$ cat src/rtl/sample_discriminator.sv
// Per-channel hysteresis gate for raw ADC words: forwards words while a channel is
// active and emits a {sample_index, timer} timestamp at the start of every burst.
module sample_discriminator #(
  parameter int SAMPLE_WIDTH       = 16,
  parameter int PARALLEL_SAMPLES   = 2,
  parameter int CHANNELS           = 8,
  parameter int TSTAMP_WIDTH       = 64,
  parameter int SAMPLE_INDEX_WIDTH = 16
) (
  input  logic                                    i_adc_clk,
  input  logic                                    i_adc_reset,
  input  logic [CHANNELS*SAMPLE_WIDTH*PARALLEL_SAMPLES-1:0] i_adc_samples_data,
  input  logic [CHANNELS-1:0]                     i_adc_samples_valid,
  input  logic [CHANNELS*2*SAMPLE_WIDTH-1:0]      i_adc_thresholds,
  input  logic                                    i_adc_discriminator_reset,
  output logic [CHANNELS*SAMPLE_WIDTH*PARALLEL_SAMPLES-1:0] o_adc_samples_data,
  output logic [CHANNELS-1:0]                     o_adc_samples_valid,
  output logic [CHANNELS*TSTAMP_WIDTH-1:0]        o_adc_timestamps_data,
  output logic [CHANNELS-1:0]                     o_adc_timestamps_valid
);

  localparam int DATA_WIDTH  = SAMPLE_WIDTH * PARALLEL_SAMPLES;
  localparam int TIMER_WIDTH = TSTAMP_WIDTH - SAMPLE_INDEX_WIDTH;
  localparam logic [TIMER_WIDTH-1:0]        TIMER_ONE = 1;
  localparam logic [SAMPLE_INDEX_WIDTH-1:0] INDEX_ONE = 1;

  typedef enum logic {S_IDLE, S_ACTIVE} state_t;

  state_t                        r_state      [CHANNELS];
  state_t                        w_next_state [CHANNELS];
  logic [SAMPLE_INDEX_WIDTH-1:0] r_index      [CHANNELS];
  logic [TIMER_WIDTH-1:0]        r_timer;
  logic [CHANNELS-1:0]           w_above;
  logic [CHANNELS-1:0]           w_below;
  logic [CHANNELS-1:0]           w_forward;
  logic [CHANNELS-1:0]           w_trigger;

  logic [CHANNELS*DATA_WIDTH-1:0]   r_samples_data;
  logic [CHANNELS-1:0]              r_samples_valid;
  logic [CHANNELS*TSTAMP_WIDTH-1:0] r_ts_data;
  logic [CHANNELS-1:0]              r_ts_valid;

  function automatic logic any_above(input logic [DATA_WIDTH-1:0] word,
                                     input logic signed [SAMPLE_WIDTH-1:0] thr);
    any_above = 1'b0;
    for (int s = 0; s < PARALLEL_SAMPLES; s++)
      if ($signed(word[s*SAMPLE_WIDTH +: SAMPLE_WIDTH]) > thr) any_above = 1'b1;
  endfunction

  function automatic logic all_below(input logic [DATA_WIDTH-1:0] word,
                                     input logic signed [SAMPLE_WIDTH-1:0] thr);
    all_below = 1'b1;
    for (int s = 0; s < PARALLEL_SAMPLES; s++)
      if (!($signed(word[s*SAMPLE_WIDTH +: SAMPLE_WIDTH]) < thr)) all_below = 1'b0;
  endfunction

  // Threshold pair per channel is {low, high}, high in the lower half.
  always_comb begin
    w_above = '0;
    w_below = '0;
    for (int ch = 0; ch < CHANNELS; ch++) begin
      w_above[ch] = any_above(i_adc_samples_data[ch*DATA_WIDTH +: DATA_WIDTH],
                              $signed(i_adc_thresholds[ch*2*SAMPLE_WIDTH +: SAMPLE_WIDTH]));
      w_below[ch] = all_below(i_adc_samples_data[ch*DATA_WIDTH +: DATA_WIDTH],
                              $signed(i_adc_thresholds[ch*2*SAMPLE_WIDTH+SAMPLE_WIDTH +: SAMPLE_WIDTH]));
    end
  end

  always_comb begin
    w_forward = '0;
    w_trigger = '0;
    for (int ch = 0; ch < CHANNELS; ch++) begin
      w_next_state[ch] = r_state[ch];
      if (i_adc_samples_valid[ch]) begin
        case (r_state[ch])
          S_IDLE: begin
            if (w_above[ch]) begin
              w_next_state[ch] = S_ACTIVE;
              w_forward[ch]    = 1'b1;
              w_trigger[ch]    = 1'b1;
            end
          end
          S_ACTIVE: begin
            // Above wins over below so inverted thresholds cannot end a burst early.
            if (w_above[ch])      w_forward[ch]    = 1'b1;
            else if (w_below[ch]) w_next_state[ch] = S_IDLE;
            else                  w_forward[ch]    = 1'b1;
          end
          default: w_next_state[ch] = S_IDLE;
        endcase
      end
    end
  end

  always_ff @(posedge i_adc_clk or posedge i_adc_reset) begin
    if (i_adc_reset) begin
      r_timer         <= '0;
      r_samples_data  <= '0;
      r_samples_valid <= '0;
      r_ts_data       <= '0;
      r_ts_valid      <= '0;
      for (int ch = 0; ch < CHANNELS; ch++) begin
        r_state[ch] <= S_IDLE;
        r_index[ch] <= '0;
      end
    end else if (i_adc_discriminator_reset) begin
      r_timer         <= '0;
      r_samples_data  <= '0;
      r_samples_valid <= '0;
      r_ts_data       <= '0;
      r_ts_valid      <= '0;
      for (int ch = 0; ch < CHANNELS; ch++) begin
        r_state[ch] <= S_IDLE;
        r_index[ch] <= '0;
      end
    end else begin
      if (i_adc_samples_valid[0]) r_timer <= r_timer + TIMER_ONE;
      r_samples_valid <= w_forward;
      r_ts_valid      <= w_trigger;
      for (int ch = 0; ch < CHANNELS; ch++) begin
        r_state[ch] <= w_next_state[ch];
        r_samples_data[ch*DATA_WIDTH +: DATA_WIDTH] <= w_forward[ch] ?
            i_adc_samples_data[ch*DATA_WIDTH +: DATA_WIDTH] : '0;
        // Timestamp carries the index before this word's increment: the burst's first slot.
        r_ts_data[ch*TSTAMP_WIDTH +: TSTAMP_WIDTH] <= w_trigger[ch] ?
            {r_index[ch], r_timer} : '0;
        if (w_forward[ch]) r_index[ch] <= r_index[ch] + INDEX_ONE;
      end
    end
  end

  assign o_adc_samples_data     = r_samples_data;
  assign o_adc_samples_valid    = r_samples_valid;
  assign o_adc_timestamps_data  = r_ts_data;
  assign o_adc_timestamps_valid = r_ts_valid;

endmodule

$ cat config.mk
export PLATFORM = sky130hd
export DESIGN_NAME = sample_discriminator
export DESIGN_NICKNAME = d
export VERILOG_FILES = /design/src/rtl/sample_discriminator.sv
export SDC_FILE = /design/constraint.sdc
export NUM_CORES = 2
export LEC_CHECK = 0
export BUFFER_PORTS_ARGS = -buffer_cell sky130_fd_sc_hd__buf_2
export CAP_MARGIN = 0
export CORE_AREA = 2 2 513 515
export CTS_BUF_LIST = sky130_fd_sc_hd__clkbuf_4 sky130_fd_sc_hd__clkbuf_8 sky130_fd_sc_hd__clkbuf_16
export DETAILED_ROUTE_END_ITERATION = 6
export DIE_AREA = 0 0 515 517
export GPL_TIMING_DRIVEN = 0
export PLACE_DENSITY = 0.46
export REMOVE_ABC_BUFFERS = 1
export SLEW_MARGIN = 10
export SYNTH_ARGS = -nofsm -noshare
export SYNTH_HDL_FRONTEND = slang
export SYNTH_SLANG_ARGS = --single-unit
$ cat constraint.sdc
create_clock -name i_adc_clk -period 29.3 [get_ports i_adc_clk]
set_input_delay 2.93 -clock i_adc_clk [delete_from_list [all_inputs] [get_ports i_adc_clk]]
set_output_delay 2.93 -clock i_adc_clk [all_outputs]
set_load 0.01 [all_outputs]
==> Implementation_results.wiki <==
{| class="wikitable"
! Metric !! Value
|-
| Synth Register Bits || 968
|-
| Run status || completed
|-
| Post-DRT Antenna Nets || 0
|-
| Total I/O pin count || 1307
|-
| Final hold violations || 0
|-
| Capturing element type of the critical path || flop
|-
| Storage cell area || 24200 sq um
|-
| Highest-utilization routing layer at the global route stage || met2
|-
| Startpoint of the worst hold path || r_index[111]
|-
| Post-cts hold buffer count || 0
|-
| Avg Vias per Cell || 4.03
|-
| First-pass GRT wire length || 273 mm
|-
| Slew HR || 12.2%
|-
| Setup TNS || 0 ns
|-
| Count of maximum capacitance violations || 0
|-
| Global router's overall resource usage || 14.0%
|-
| Master cell of the clock root buffer || clkbuf_16
|-
| Met3 track utilization from global routing || 4.32%
|-
| Crit Path Class || primary input to flop
|-
| FFs w/ async S/R, synth || 100%
|-
| Remaining global-route overflow || 0
|-
| Number of flops mapped to enable cells by yosys || 0
|-
| Mean area per synthesized cell || 10.9 sq um
|-
| CTS H-Tree Depth || 3
|-
| Area of the core || 261000 sq um
|-
| Period Utilization, post-route || 23.5%
|-
| Share of the core filled with cells || 23.8%
|-
| Clock Latency Late Sink || 0.78 ns
|-
| Area of combinational cells with multiple inputs || 20300 sq um
|-
| Power per Cell Area || 54.6 nW/um^2
|-
| R2r worst-path depth || 8
|-
| First-pass iteration count of the detailed router || 6
|-
| Antenna violations before repair || 69
|-
| Area growth syn-to-layout || 34.0%
|-
| Clock sinks || 968
|-
| Leakage power || 33.3 nW
|-
| Worst endpoint required time || 29.99 ns
|-
| Overall power after layout || 3.39 mW
|-
| Max Buffers Root-to-Sink || 3
|-
| Setup repair bufs after CTS || 0
|-
| Total Routed Length || 194 mm
|-
| Worst-Margin Slew || 1.32 ns
|-
| Depth of the worst hold-timing path || 1
|-
| Reg2Reg Setup Slack || 25.62 ns
|-
| Top achievable clock speed || 0.146 GHz
|-
| Vias in the first global route || 38062
|-
| Final Critical Period || 6.87 ns
|-
| Post-detailed-placement half-perimeter wirelength || 156 mm
|-
| Routability cong. || 0.866
|-
| Number of gates resized after cts || 0
|-
| Final layout net count || 6596
|-
| CP startpoint kind || primary input
|-
| Total count of max-transition violations in the final report || 0
|-
| Filler cell count in the final layout || 28139
|-
| Leading register cell type out of synthesis || dfrtp_1
|-
| Site row count || 188
|-
| TritonCTS buffer count || 118
|-
| Drt drc || 0
|-
| Distinct cells, synth || 87
|-
| Worst-case clock skew || 0.0736 ns
|-
| Full die area || 266000 sq um
|-
| Clock tree from TritonCTS || yes
|-
| Clock slew seen by the registers of the worst setup and hold paths || 0.06 ns
|-
| Type of the worst min-delay path || flop to flop
|-
| GR Util met1 || 17.6%
|-
| Launch instance of the worst register-to-register path || r_timer[2]
|-
| Hold worst-path end || o_adc_timestamps_data[127]
|-
| Total setup violations reported at the end of the flow || 0
|-
| Die width || 515 um
|-
| R2R Path End || r_timer[41]
|-
| Met2 usage in global routing || 22.5%
|-
| Initial core utilization || 17.8%
|-
| Share of synthesized area occupied by flip-flops and latches || 52.3%
|-
| Vertical die dimension || 517 um
|-
| Top fanout value on the critical path || 10
|-
| Wire length per cell after detailed routing || 21.3 um
|-
| Layout cells sized above 1 || 29.6%
|-
| Summed instance area of the synthesized netlist || 46400 sq um
|-
| Gate count of the mapped netlist || 4237
|-
| RSZ-0062 raised after global routing || false
|-
| Count of input and output buffers || 1306
|-
| Maximum vdd ir drop || 0.0511 mV
|-
| Number of DRC markers in iteration 0 || 2043
|-
| Total of warnings raised by yosys || 0
|-
| CP arrival || 7.56 ns
|-
| Pin count of the biggest net entering global routing || 119
|-
| Via count || 36795
|}
## how the worst max path moves through the flow
stage	depth (start not counted)	start	slack, ns	endpoint
floorplan	1	i_adc_reset	-0.86	o_adc_samples_data[0]
global placement	2	i_adc_reset	-13.32	o_adc_samples_data[79]
detailed placement	20	i_adc_thresholds[15]	21.66	o_adc_timestamps_data[37]
CTS	20	i_adc_thresholds[15]	22.52	o_adc_timestamps_data[37]
global route	20	i_adc_thresholds[15]	22.23	o_adc_timestamps_data[37]
finish	20	i_adc_thresholds[15]	22.43	o_adc_timestamps_data[37]
## power breakdown
group | total (mW) | switching [mW] | internal, mW
Combinational | 0.388 | 0.244 | 0.144
Clock | 1.62 | 0.659 | 0.966
Sequential | 1.37 | 0.0140 | 1.36
Total | 3.39 | 0.917 | 2.47
## final cells by class
class / count / area share (%)
sequential: 968 / 39.0
multi-input combinational: 2779 / 32.8
timing repair buffer: 1389 / 12.3
tap: 3420 / 6.89
clock buffer: 141 / 5.16
inverter: 312 / 1.91
clock inverter: 81 / 1.81
antenna: 29 / 0.117
## worst max-delay path, stage by stage
cell,delay [ns]
buf_2,0.08
inv_1,0.08
ha_1,0.34
and4_1,0.33
nand3_1,0.15
a21oi_1,0.33
or4b_1,0.18
o211ai_1,0.12
a2111oi_2,0.55
buf_2,0.27
buf_2,0.21
buf_2,0.23
buf_2,0.25
buf_2,0.25
buf_4,0.22
buf_2,0.22
buf_2,0.23
buf_2,0.22
buf_2,0.20
and2_1,0.15
## per-layer routing
layer | part of all wire [%] | vias to the layer above
li1 | - | 17237
met3 | 8.8 | 295
met1 | 42 | 17907
met2 | 46 | 1312
met5 | 0.15 | -
met4 | 3.4 | 44
## synth_stat cells, types with 13 or more instances
master / n / share of area (%)
dfrtp_1: 968 / 52
and2_1: 668 / 9.0
ha_1: 505 / 14
inv_1: 312 / 2.5
a21oi_1: 207 / 2.2
nor2_1: 201 / 1.6
clkbuf_1: 158 / 1.3
nand2_1: 143 / 1.2
and3_1: 135 / 1.8
nand4_1: 96 / 1.3
nand3_1: 80 / 0.86
o21ai_0: 72 / 0.78
a21o_1: 70 / 1.1
xor2_1: 50 / 0.94
xnor2_1: 42 / 0.79
nor2b_1: 40 / 0.54
nor3_1: 40 / 0.43
nor4_1: 33 / 0.45
o211ai_1: 32 / 0.52
or3_1: 29 / 0.39
nand2b_1: 28 / 0.38
o31ai_1: 27 / 0.44
a211oi_1: 26 / 0.42
and4_1: 25 / 0.47
or4_1: 23 / 0.37
a2111oi_0: 17 / 0.32
o21a_1: 17 / 0.28
mux2i_1: 14 / 0.30
mux2_2: 13 / 0.32
## layout by cell type (no fill, tap or decap), types with 80 or more instances in the layout
master     count
dfrtp_1      965
ha_1         505
a21oi_1      207
and2_1       668
nand4_1       96
inv_1        310
nand2_1      143
nand3_1       80
clkbuf_16    118
nor2_1       195
and3_1       135
buf_2       1321
## kinds of logic after synthesis
logic type	synth area share, %
adders and majority gates	13.6
DFF	52.3
and+or+nand+nor	19.3
AOI/OAI and AO/OA	8.24
xor gates and xnor gates	1.74
muxes	0.721
buffers and inverters	4.07
## flip-flops by register name, summed over array words and instances (netlist names)
register                count
r_index                   128
r_timer                    48
o_adc_timestamps_valid      8
r_state                     8
o_adc_samples_data        256
o_adc_timestamps_data     512
o_adc_samples_valid         8
## stage by stage
step | area, sq um | std cells | hold WS (ns) | worst slack (ns)
floorplan | 45600 | 4059 | 0.462 | -0.859
global placement | 56500 | 8785 | 0.482 | -13.32
detailed placement | 57700 | 8868 | 0.491 | 21.66
CTS | 62000 | 9090 | 0.505 | 22.52
global route | 62100 | 9103 | 0.531 | 22.23
finish | 62100 | 9119 | 0.497 | 22.43
Note: power is estimated with default switching activity, not from simulation.
